**src/rtl/tilemem_writer_pkg.sv**
```systemverilog
// Shared definitions for the tile RAM console writer: control codes,
// FSM state encodings and the byte classifier.
package tilemem_writer_pkg;

    localparam logic [7:0] CH_BS   = 8'h08;
    localparam logic [7:0] CH_LF   = 8'h0A;
    localparam logic [7:0] CH_FF   = 8'h0C;
    localparam logic [7:0] CH_CR   = 8'h0D;
    localparam logic [7:0] CH_FILL = 8'h20;
    localparam logic [7:0] CH_DEL  = 8'h7F;

    typedef enum logic [1:0] {
        TW_CLRALL = 2'd0,
        TW_IDLE   = 2'd1,
        TW_CLRLN  = 2'd2
    } tw_state_e;

    typedef enum logic [2:0] {
        CC_PRINT  = 3'd0,
        CC_CR     = 3'd1,
        CC_LF     = 3'd2,
        CC_BS     = 3'd3,
        CC_FF     = 3'd4,
        CC_IGNORE = 3'd5
    } char_class_e;

    // Printable means 0x20..0x7E or anything with bit 7 set; the remaining
    // control codes (and DEL) are ignored unless they are one of the four
    // recognised ones.
    function automatic char_class_e classify(input logic [7:0] b);
        char_class_e c;
        if (b == CH_CR) begin
            c = CC_CR;
        end else if (b == CH_LF) begin
            c = CC_LF;
        end else if (b == CH_BS) begin
            c = CC_BS;
        end else if (b == CH_FF) begin
            c = CC_FF;
        end else if ((b >= 8'h20) && (b != CH_DEL)) begin
            c = CC_PRINT;
        end else begin
            c = CC_IGNORE;
        end
        return c;
    endfunction

endpackage

```
**src/rtl/tilemem_writer_if.sv**
```systemverilog
// Byte-stream input and tile RAM write-port bundle of the console writer.
// master = the writer itself, slave = whoever feeds bytes and sinks writes.
interface tilemem_writer_if #(
    parameter int ZOOM = 0
);
    localparam int AW = 13 - 2 * ZOOM;
    localparam int RB = 6 - ZOOM;
    localparam int CB = 7 - ZOOM;

    logic [7:0]    char_i;
    logic          char_valid_i;
    logic          char_ready_o;
    logic [AW-1:0] waddr;
    logic [7:0]    wdata;
    logic          write_en;
    logic [CB-1:0] cursor_col;
    logic [RB-1:0] cursor_row;

    modport master (
        input  char_i,
        input  char_valid_i,
        output char_ready_o,
        output waddr,
        output wdata,
        output write_en,
        output cursor_col,
        output cursor_row
    );

    modport slave (
        output char_i,
        output char_valid_i,
        input  char_ready_o,
        input  waddr,
        input  wdata,
        input  write_en,
        input  cursor_col,
        input  cursor_row
    );

endinterface

```
**src/rtl/tilemem_writer.sv**
```systemverilog
// Console writer for the character tile RAM. Accepts bytes, handles CR/LF/
// BS/FF, writes printable codes at the text cursor and clears the screen or
// the current line one cell per cycle. Address map is {row, col}; columns
// at or beyond COLS are never touched. There is no scrolling: a newline on
// the last row wraps to row 0 and clears it.
module tilemem_writer
    import tilemem_writer_pkg::*;
#(
    parameter int         ZOOM = 0,
    parameter logic [7:0] FILL = 8'h20
) (
    input  logic clk,
    input  logic resetn,
    tilemem_writer_if.master bus
);

    localparam int AW   = 13 - 2 * ZOOM;
    localparam int RB   = 6 - ZOOM;
    localparam int CB   = 7 - ZOOM;
    localparam int COLS = 80 >> ZOOM;
    localparam int ROWS = 60 >> ZOOM;

    localparam logic [CB-1:0] COL_ZERO = {CB{1'b0}};
    localparam logic [CB-1:0] COL_ONE  = {{(CB-1){1'b0}}, 1'b1};
    localparam logic [CB-1:0] COL_LAST = CB'(COLS - 1);
    localparam logic [RB-1:0] ROW_ZERO = {RB{1'b0}};
    localparam logic [RB-1:0] ROW_ONE  = {{(RB-1){1'b0}}, 1'b1};
    localparam logic [RB-1:0] ROW_LAST = RB'(ROWS - 1);

    tw_state_e     state_r, state_s;
    logic [RB-1:0] row_r, row_s;
    logic [CB-1:0] col_r, col_s;
    logic [RB-1:0] clr_row_r, clr_row_s;
    logic [CB-1:0] clr_col_r, clr_col_s;
    logic [AW-1:0] waddr_r, waddr_s;
    logic [7:0]    wdata_r, wdata_s;
    logic          write_en_r, write_en_s;
    logic          ready_r, ready_s;

    logic          accept_s;
    logic [RB-1:0] row_wrap_s;
    char_class_e   cls_s;

    // Handshake, newline target row and byte class derived from current state.
    always_comb begin
        accept_s   = bus.char_valid_i & ready_r;
        row_wrap_s = (row_r == ROW_LAST) ? ROW_ZERO : (row_r + ROW_ONE);
        cls_s      = classify(bus.char_i);
    end

    // Next-state and next-output logic; every register holds unless changed.
    always_comb begin
        state_s    = state_r;
        row_s      = row_r;
        col_s      = col_r;
        clr_row_s  = clr_row_r;
        clr_col_s  = clr_col_r;
        waddr_s    = waddr_r;
        wdata_s    = wdata_r;
        write_en_s = 1'b0;

        case (state_r)
            TW_CLRALL: begin
                write_en_s = 1'b1;
                waddr_s    = {clr_row_r, clr_col_r};
                wdata_s    = FILL;
                if (clr_col_r == COL_LAST) begin
                    clr_col_s = COL_ZERO;
                    if (clr_row_r == ROW_LAST) begin
                        clr_row_s = ROW_ZERO;
                        row_s     = ROW_ZERO;
                        col_s     = COL_ZERO;
                        state_s   = TW_IDLE;
                    end else begin
                        clr_row_s = clr_row_r + ROW_ONE;
                    end
                end else begin
                    clr_col_s = clr_col_r + COL_ONE;
                end
            end

            TW_CLRLN: begin
                write_en_s = 1'b1;
                waddr_s    = {row_r, clr_col_r};
                wdata_s    = FILL;
                if (clr_col_r == COL_LAST) begin
                    clr_col_s = COL_ZERO;
                    state_s   = TW_IDLE;
                end else begin
                    clr_col_s = clr_col_r + COL_ONE;
                end
            end

            TW_IDLE: begin
                if (accept_s) begin
                    case (cls_s)
                        CC_PRINT: begin
                            write_en_s = 1'b1;
                            waddr_s    = {row_r, col_r};
                            wdata_s    = bus.char_i;
                            if (col_r == COL_LAST) begin
                                col_s     = COL_ZERO;
                                row_s     = row_wrap_s;
                                clr_col_s = COL_ZERO;
                                state_s   = TW_CLRLN;
                            end else begin
                                col_s = col_r + COL_ONE;
                            end
                        end
                        CC_CR: begin
                            col_s = COL_ZERO;
                        end
                        CC_LF: begin
                            col_s     = COL_ZERO;
                            row_s     = row_wrap_s;
                            clr_col_s = COL_ZERO;
                            state_s   = TW_CLRLN;
                        end
                        CC_BS: begin
                            if (col_r != COL_ZERO) begin
                                col_s      = col_r - COL_ONE;
                                write_en_s = 1'b1;
                                waddr_s    = {row_r, col_r - COL_ONE};
                                wdata_s    = FILL;
                            end else begin
                                col_s = col_r;
                            end
                        end
                        CC_FF: begin
                            row_s     = ROW_ZERO;
                            col_s     = COL_ZERO;
                            clr_row_s = ROW_ZERO;
                            clr_col_s = COL_ZERO;
                            state_s   = TW_CLRALL;
                        end
                        default: begin
                            state_s = state_r;
                        end
                    endcase
                end else begin
                    state_s = state_r;
                end
            end

            default: begin
                row_s     = ROW_ZERO;
                col_s     = COL_ZERO;
                clr_row_s = ROW_ZERO;
                clr_col_s = COL_ZERO;
                state_s   = TW_CLRALL;
            end
        endcase

        ready_s = (state_s == TW_IDLE);
    end

    // State, cursor, clear counter and registered RAM/handshake outputs.
    always_ff @(posedge clk or negedge resetn) begin
        if (!resetn) begin
            state_r    <= TW_CLRALL;
            row_r      <= ROW_ZERO;
            col_r      <= COL_ZERO;
            clr_row_r  <= ROW_ZERO;
            clr_col_r  <= COL_ZERO;
            waddr_r    <= {AW{1'b0}};
            wdata_r    <= FILL;
            write_en_r <= 1'b0;
            ready_r    <= 1'b0;
        end else begin
            state_r    <= state_s;
            row_r      <= row_s;
            col_r      <= col_s;
            clr_row_r  <= clr_row_s;
            clr_col_r  <= clr_col_s;
            waddr_r    <= waddr_s;
            wdata_r    <= wdata_s;
            write_en_r <= write_en_s;
            ready_r    <= ready_s;
        end
    end

    assign bus.waddr        = waddr_r;
    assign bus.wdata        = wdata_r;
    assign bus.write_en     = write_en_r;
    assign bus.char_ready_o = ready_r;
    assign bus.cursor_col   = col_r;
    assign bus.cursor_row   = row_r;

endmodule

```
**src/flat_wrapper.sv**
```systemverilog
// flat-port wrapper written by rule: the top's interface ports become plain ports
module tilemem_writer_flat import tilemem_writer_pkg::*;
#(
    parameter int         ZOOM = 0,
    parameter logic [7:0] FILL = 8'h20
)
  (clk, resetn, bus_char_i, bus_char_valid_i, bus_char_ready_o, bus_waddr, bus_wdata, bus_write_en, bus_cursor_col, bus_cursor_row);
  tilemem_writer_if #(.ZOOM(ZOOM)) bus_i ();
  input  logic clk;
  input  logic resetn;
  input wire logic [$bits(bus_i.char_i)-1:0] bus_char_i;
  input wire logic [$bits(bus_i.char_valid_i)-1:0] bus_char_valid_i;
  output wire logic [$bits(bus_i.char_ready_o)-1:0] bus_char_ready_o;
  output wire logic [$bits(bus_i.waddr)-1:0] bus_waddr;
  output wire logic [$bits(bus_i.wdata)-1:0] bus_wdata;
  output wire logic [$bits(bus_i.write_en)-1:0] bus_write_en;
  output wire logic [$bits(bus_i.cursor_col)-1:0] bus_cursor_col;
  output wire logic [$bits(bus_i.cursor_row)-1:0] bus_cursor_row;
  assign bus_i.char_i = bus_char_i;
  assign bus_i.char_valid_i = bus_char_valid_i;
  assign bus_char_ready_o = bus_i.char_ready_o;
  assign bus_waddr = bus_i.waddr;
  assign bus_wdata = bus_i.wdata;
  assign bus_write_en = bus_i.write_en;
  assign bus_cursor_col = bus_i.cursor_col;
  assign bus_cursor_row = bus_i.cursor_row;
  tilemem_writer #(.ZOOM(ZOOM), .FILL(FILL)) u_core (.clk(clk), .resetn(resetn), .bus(bus_i));
endmodule
```
**config.mk**
```make
export PLATFORM = sky130hd
export DESIGN_NAME = tilemem_writer_flat
export DESIGN_NICKNAME = d
export VERILOG_FILES = /design/src/rtl/tilemem_writer_pkg.sv /design/src/rtl/tilemem_writer_if.sv /design/src/rtl/tilemem_writer.sv /design/src/flat_wrapper.sv
export SDC_FILE = /design/constraint.sdc
export NUM_CORES = 1
export LEC_CHECK = 0
export CORE_ASPECT_RATIO = 1.1
export CORE_MARGIN = 4
export CORE_UTILIZATION = 50
export DETAILED_ROUTE_END_ITERATION = 10
export GPL_TIMING_DRIVEN = 0
export PLACE_DENSITY = 0.75
export SYNTH_ARGS = -nofsm -noshare
export SYNTH_HDL_FRONTEND = slang
export SYNTH_SLANG_ARGS = --single-unit
```
**constraint.sdc**
```tcl
create_clock -name clk -period 2.4 [get_ports clk]
set_input_delay 0.36 -clock clk [delete_from_list [all_inputs] [get_ports clk]]
set_output_delay 0.36 -clock clk [all_outputs]
set_load 0.02 [all_outputs]
```
Word level (Yosys, flattened, before mapping):

Cells that the tools add are included.

* bits in read-only memories: 0
* output and inout port bits: 36
* latch bits: 0
* memories kept: 0
* bits of input ports: 11
* memory bits (writable): 0
* flip-flop bits (word level): 51

* reductions and logical operators: 15
* $mul: 0
* div/mod/pow operators: 0
* $lt $le $gt $ge: 1
* bitwise logic cells: 2
* $add $sub $neg: 5
* eq/ne operators: 26
* shifts and indexed selects: 0
* multiplexer cells: 48

Operators by type and width (number)
* $mux 7: 8
* $mux 6: 9
* $pmux 6 s3: 3
* $pmux 7 s3: 2
* $pmux 13 s3: 1
* $eq 8x4->1 const B: 4
* $pmux 8 s2: 2
* $pmux 7 s2: 2
* $mux 13: 2
* $pmux 13 s2: 1
* $mux 8: 2
* $mux 3: 5
* $add 7x1->7 const B: 2
* $eq 7x7->1 const B: 2
* $add 6x1->6 const B: 2
* $eq 6x6->1 const B: 2
* $pmux 2 s3: 2
* $reduce_and 4->1: 3
* $reduce_and 6->1: 2
* $mux 2: 5
* $ge 8x6->1 const B: 1
* $ne 4x4->1 const B: 2
* $ne 8x7->1 const B: 1
* $reduce_bool 7->1: 1
* 22 further kinds: 31

Longest topological paths before layout:

* depth in word-level cells: 12
* depth in mapped cells: 10

Worst setup path after synthesis:

OpenSTA, ideal clock, no wires.

* path type: register to register
* start: reg u_core.col_r[0] (netlist: u_core.bus.cursor_col[0])
* end: reg u_core.waddr_r[11] (netlist: u_core.bus.waddr[11])
* buffers on the path: 1
* stages on the path, launching flop included: 10
* data required time: 2275 ps
* path slack: 3 ps
* arrival: 2272 ps
* cells stage by stage: dfrtp_1 > inv_1 > ha_1 > nor3b_1 > and3b_1 > o21ai_1 > nand3_1 > a21o_1 > buf_2 > mux2_2

* word-level cells in the longest chain between the ends: 3

Ends and longest elaborated chain
* start: declaration: line tilemem_writer.sv:32 `logic [CB-1:0] col_r, col_s;`
* start signal: assignment: line tilemem_writer.sv:172 `col_r <= col_s;`
* $reduce_bool 7->1: line tilemem_writer.sv:120 `if (col_r != COL_ZERO) begin`
* $ne 3x2->1 (no line)
* $reduce_and 4->1 (no line)
* end signal: assignment: line tilemem_writer.sv:165 `waddr_r <= {AW{1'b0}};`
* end signal: assignment: line tilemem_writer.sv:175 `waddr_r <= waddr_s;`
* end: declaration: line tilemem_writer.sv:35 `logic [AW-1:0] waddr_r, waddr_s;`

No other way between the ends.
A chain may end at the register's enable or synchronous reset.

Worst setup path in the final report:

* start: in bus_char_i[5]
* end: reg u_core.clr_col_r[3]

* word-level cells in the longest chain between the ends: 12
* elaborated cells between the ends (all ways): 22

Ends and longest elaborated chain
* start: declaration: line flat_wrapper.sv:11 `input wire logic [$bits(bus_i.char_i)-1:0] bus_char_i;`
* $ge 8x6->1 / $ne 8x7->1 (equally long branches): line tilemem_writer_pkg.sv:40 `end else if ((b >= 8'h20) && (b != CH_DEL)) begin`
* $logic_and 1x1->1: line tilemem_writer_pkg.sv:40
* $mux 3: line tilemem_writer_pkg.sv:40
* $mux 3: line tilemem_writer_pkg.sv:38 `end else if (b == CH_FF) begin`
* $mux 3: line tilemem_writer_pkg.sv:36 `end else if (b == CH_BS) begin`
* $mux 3: line tilemem_writer_pkg.sv:34 `end else if (b == CH_LF) begin`
* $mux 3 (*): line tilemem_writer_pkg.sv:32 `if (b == CH_CR) begin`
* $eq 3x2->1 / $eq 3x3->1 (equally long branches): line tilemem_writer.sv:96 `case (cls_s)`
* $reduce_or 2->1 (no line)
* $pmux 7 s2: line tilemem_writer.sv:96
* $mux 7: line tilemem_writer.sv:95 `if (accept_s) begin`
* $pmux 7 s2: line tilemem_writer.sv:62 `case (state_r)`
* end signal: assignment: line tilemem_writer.sv:174 `clr_col_r <= clr_col_s;`
* end: declaration: line tilemem_writer.sv:34 `logic [CB-1:0] clr_col_r, clr_col_s;`

Mark *: on every way between the ends. The rest lies on a longest branch, timed or not. The select of a mux whose other input is x is not followed.

==> reports/results.ini <==
[worst_setup_path]
worst-endpoint-required_ns = 2.60
worst_flop_to_flop_path_endpoint = u_core.bus.waddr[12]$_DFFE_PN0P_
worstPathMaxFanout = 10
timing.critical_path.from = bus_char_i[5]
destination_of_the_critical_timing_path = u_core.clr_col_r[3]$_DFFE_PN0P_
reg2reg_from = u_core.bus.cursor_col[0]$_DFFE_PN0P_
ff2ff_setup_slack_ns = 0.11
critPathLaunchType = input pin
crit_type = in -> reg
reg2reg_depth = 9
timing.critical_path.arrival_ns = 2.54
crit_path_end_kind = flop

[sta]
finalHoldWorstSlack_ns = 0.3168
finalHoldViolations = 0
grt_setup_unrepaired = true
tns_ns = 0
tightest_slew_ns = 0.5185
timing.fmax_mhz = 426.1
finalWorstSetupSlack_ns = 0.05335
timing.final.crit_share = 0.9778
timing.final.crit_period_ns = 2.347
fin_worst_skew_ns = 0.007796
slew_headroom = 0.6507
setup_violations = 0
finalMaxSlewViolations = 0

[yosys]
syn_avg_cell_area_um2 = 8.789
async_flop_share = 1.000
flops_latches_synth = 51
post_synth_num_cell_types = 59
ys_warn_count = 0
post_synth_instance_area_um2 = 3234
synth_nets = 389
synth_largest_area_cell = sky130_fd_sc_hd__dfrtp_1
synth.most_common_cell = sky130_fd_sc_hd__dfrtp_1
netlist_instances = 368
synth_edf_count = 0
synth-main-ff-cell = sky130_fd_sc_hd__dfrtp_1
synth.area.top_cells = sky130_fd_sc_hd__dfrtp_1 39%, sky130_fd_sc_hd__o21ai_0 6.8%, sky130_fd_sc_hd__nand2_1 5.3%, sky130_fd_sc_hd__mux2_2 4.9%, sky130_fd_sc_hd__ha_1 3.9%
synthDominantCellAreaShare = 0.3868
ys_seq_area_frac = 0.3950
yosys-top-cells-count = 50 x sky130_fd_sc_hd__dfrtp_1, 46 x sky130_fd_sc_hd__nand2_1, 44 x sky130_fd_sc_hd__o21ai_0

[cells_and_area]
number_of_standard_cells_in_the_final_layout_excluding_fillers = 514
design.final.nets = 454
finalCoreUtilization = 0.6552
antenna_cells = 0
area.growth.synth_to_final_pct = 26.23
finish.instance_area_um2 = 4083
layout-drive-gt1-share = 0.1705

[floorplan]
fp.dieH_um = 92.36
initial_utilization = 0.5191
overall_die_width_um = 84.69
core_area_um2 = 6231
num_io_pins = 47
rows = 30
floorplan.die_area_um2 = 7821

[cts]
cts.path.max_buffers = 2
clock_sink_count = 51
clock_tree_from_tritoncts = done
clkSlewWorstSetupHoldPaths_ns = 0.10
cts_max_level = 2
worst_skew_pair.late_latency_ns = 0.31
clockRootBuffer = sky130_fd_sc_hd__clkbuf_8
cts-buffers-inserted = 5

[routing]
drt-vias-per-instance = 5.735
antenna_violating_nets_post_route = 0
drc = 0
via_count = 2948
detailedRoute.firstPassIterationCount = 4
postRouteWirelength_um = 8072
drt_iter0_markers = 160
routedWlPerCell_um = 15.70

[global_route]
first_global_vias = 2803
antenna_found_initial = 0
globalRouteOverflowTotal = 0
grt_pass1_wl_um = 13250
grt_max_degree = 36
grt.total_usage = 0.2075

[placement]
place_congestion = 0.8434
dp.cells = 493
detailedPlacementHpwl_um = 5862
placed_cell_area_um2 = 3790
post-place-ws_ns = -0.6249
port_buffers = 44

[status]
run_status = finished clean

[run]
maxCapViolCount = 0

[power]
power_density_nw_per_um2 = 644.0
finalPower_mw = 2.629
peakVddDrop_uv = 360.8
static-leakage-power_nw = 1.635

[worst_hold_path]
min_path_type = in -> reg

-- per-layer routing --
layer | GRT usage | vias to the layer above | part of all wire
met3 | 0.03737 | 11 | 0.042
li1 | - | 1450 | -
met2 | 0.3499 | 69 | 0.49
met4 | 0.04749 | 0 | 0.013
met5 | 0 | - | 0
met1 | 0.2778 | 1418 | 0.46
-- timing repair --
item | CTS | global route
pin swaps | 2 | 6
hold endpoints to repair | 16 | 0
resized for setup | 14 | 23
endpoints found under the setup margin | 46 | 38
buffers inserted | 2 | 11
hold buffers | 1 | 0
-- registers in the layout, indices dropped and copies added, names as in the netlist --
signal and flops:
u_core.bus.waddr 13, u_core.bus.wdata 8, u_core.bus.cursor_col 7, u_core.clr_col_r 7, u_core.bus.cursor_row 6, u_core.clr_row_r 6, u_core.state_r 2, u_core.bus.char_ready_o 1
u_core.bus.write_en 1
-- kinds of logic after synthesis --
logic type	after synthesis	synth area share
multiplexers	21	0.07041
adder cells (fa/ha/maj)	10	0.03868
AND/OR/NAND/NOR	137	0.2193
AO/OA/AOI/OAI	99	0.1989
buffers and inverters	40	0.05067
flip-flops	51	0.3950
XOR/XNOR	10	0.02708
-- power by group --
part | internal (mW) | leakage [nW] | switching, mW
registers | 1.06 | 0.653 | 0.174
logic | 0.448 | 0.942 | 0.444
clock network | 0.204 | 0.0402 | 0.301
-- worst min path at each step --
stage	slack [ns]	endpoint	depth (start not counted)	from
2_1_floorplan	0.06	u_core.bus.char_ready_o$_DFF_PN0_	0	resetn
3_3_place_gp	0.49	u_core.bus.waddr[9]$_DFFE_PN0P_	1	u_core.bus.waddr[9]$_DFFE_PN0P_
3_5_place_dp	0.32	u_core.bus.waddr[10]$_DFFE_PN0P_	1	resetn
4_1_cts	0.32	u_core.bus.wdata[0]$_DFFE_PN0P_	3	bus_char_i[0]
5_1_grt	0.34	u_core.bus.wdata[0]$_DFFE_PN0P_	3	bus_char_i[0]
6_report	0.32	u_core.bus.wdata[0]$_DFFE_PN0P_	3	bus_char_i[0]
-- cells in the final DEF, fill, tap and decap left out, drive strengths merged, types with 4 or more instances in the layout --
master	n
nand2	46
mux2i	7
nand2b	4
nor3	4
mux2	14
nor2	27
clkdlybuf4s50	40
clkbuf	15
nand4	6
o31ai	5
ha	10
xor2	5
inv	25
nor4b	4
and3	4
buf	20
xnor2	5
a21oi	14
o21ai	46
nor2b	5
nand3b	4
nand3	14
dfrtp	50
-- worst max-delay path, stage by stage --
cell and delay (ns):
sky130_fd_sc_hd__clkdlybuf4s50_1 0.50, sky130_fd_sc_hd__nor4_1 0.41, sky130_fd_sc_hd__nand2_1 0.18, sky130_fd_sc_hd__o311a_1 0.39
sky130_fd_sc_hd__o21ai_2 0.21, sky130_fd_sc_hd__clkbuf_4 0.24, sky130_fd_sc_hd__or2_2 0.16, sky130_fd_sc_hd__o21ai_0 0.09
-- final cells by class --
class                           count  area, um^2
Tap cell                           80       100.1
Fill cell                         547        2148
Sequential cell                    51        1280
Inverter                           26       101.3
Multi-Input combinational cell    277        1883
Clock buffer                        5       68.82
Clock inverter                      3       20.02
Buffer                             13       77.57
Timing Repair Buffer               59       551.8
(Power assumes the default switching activity.)
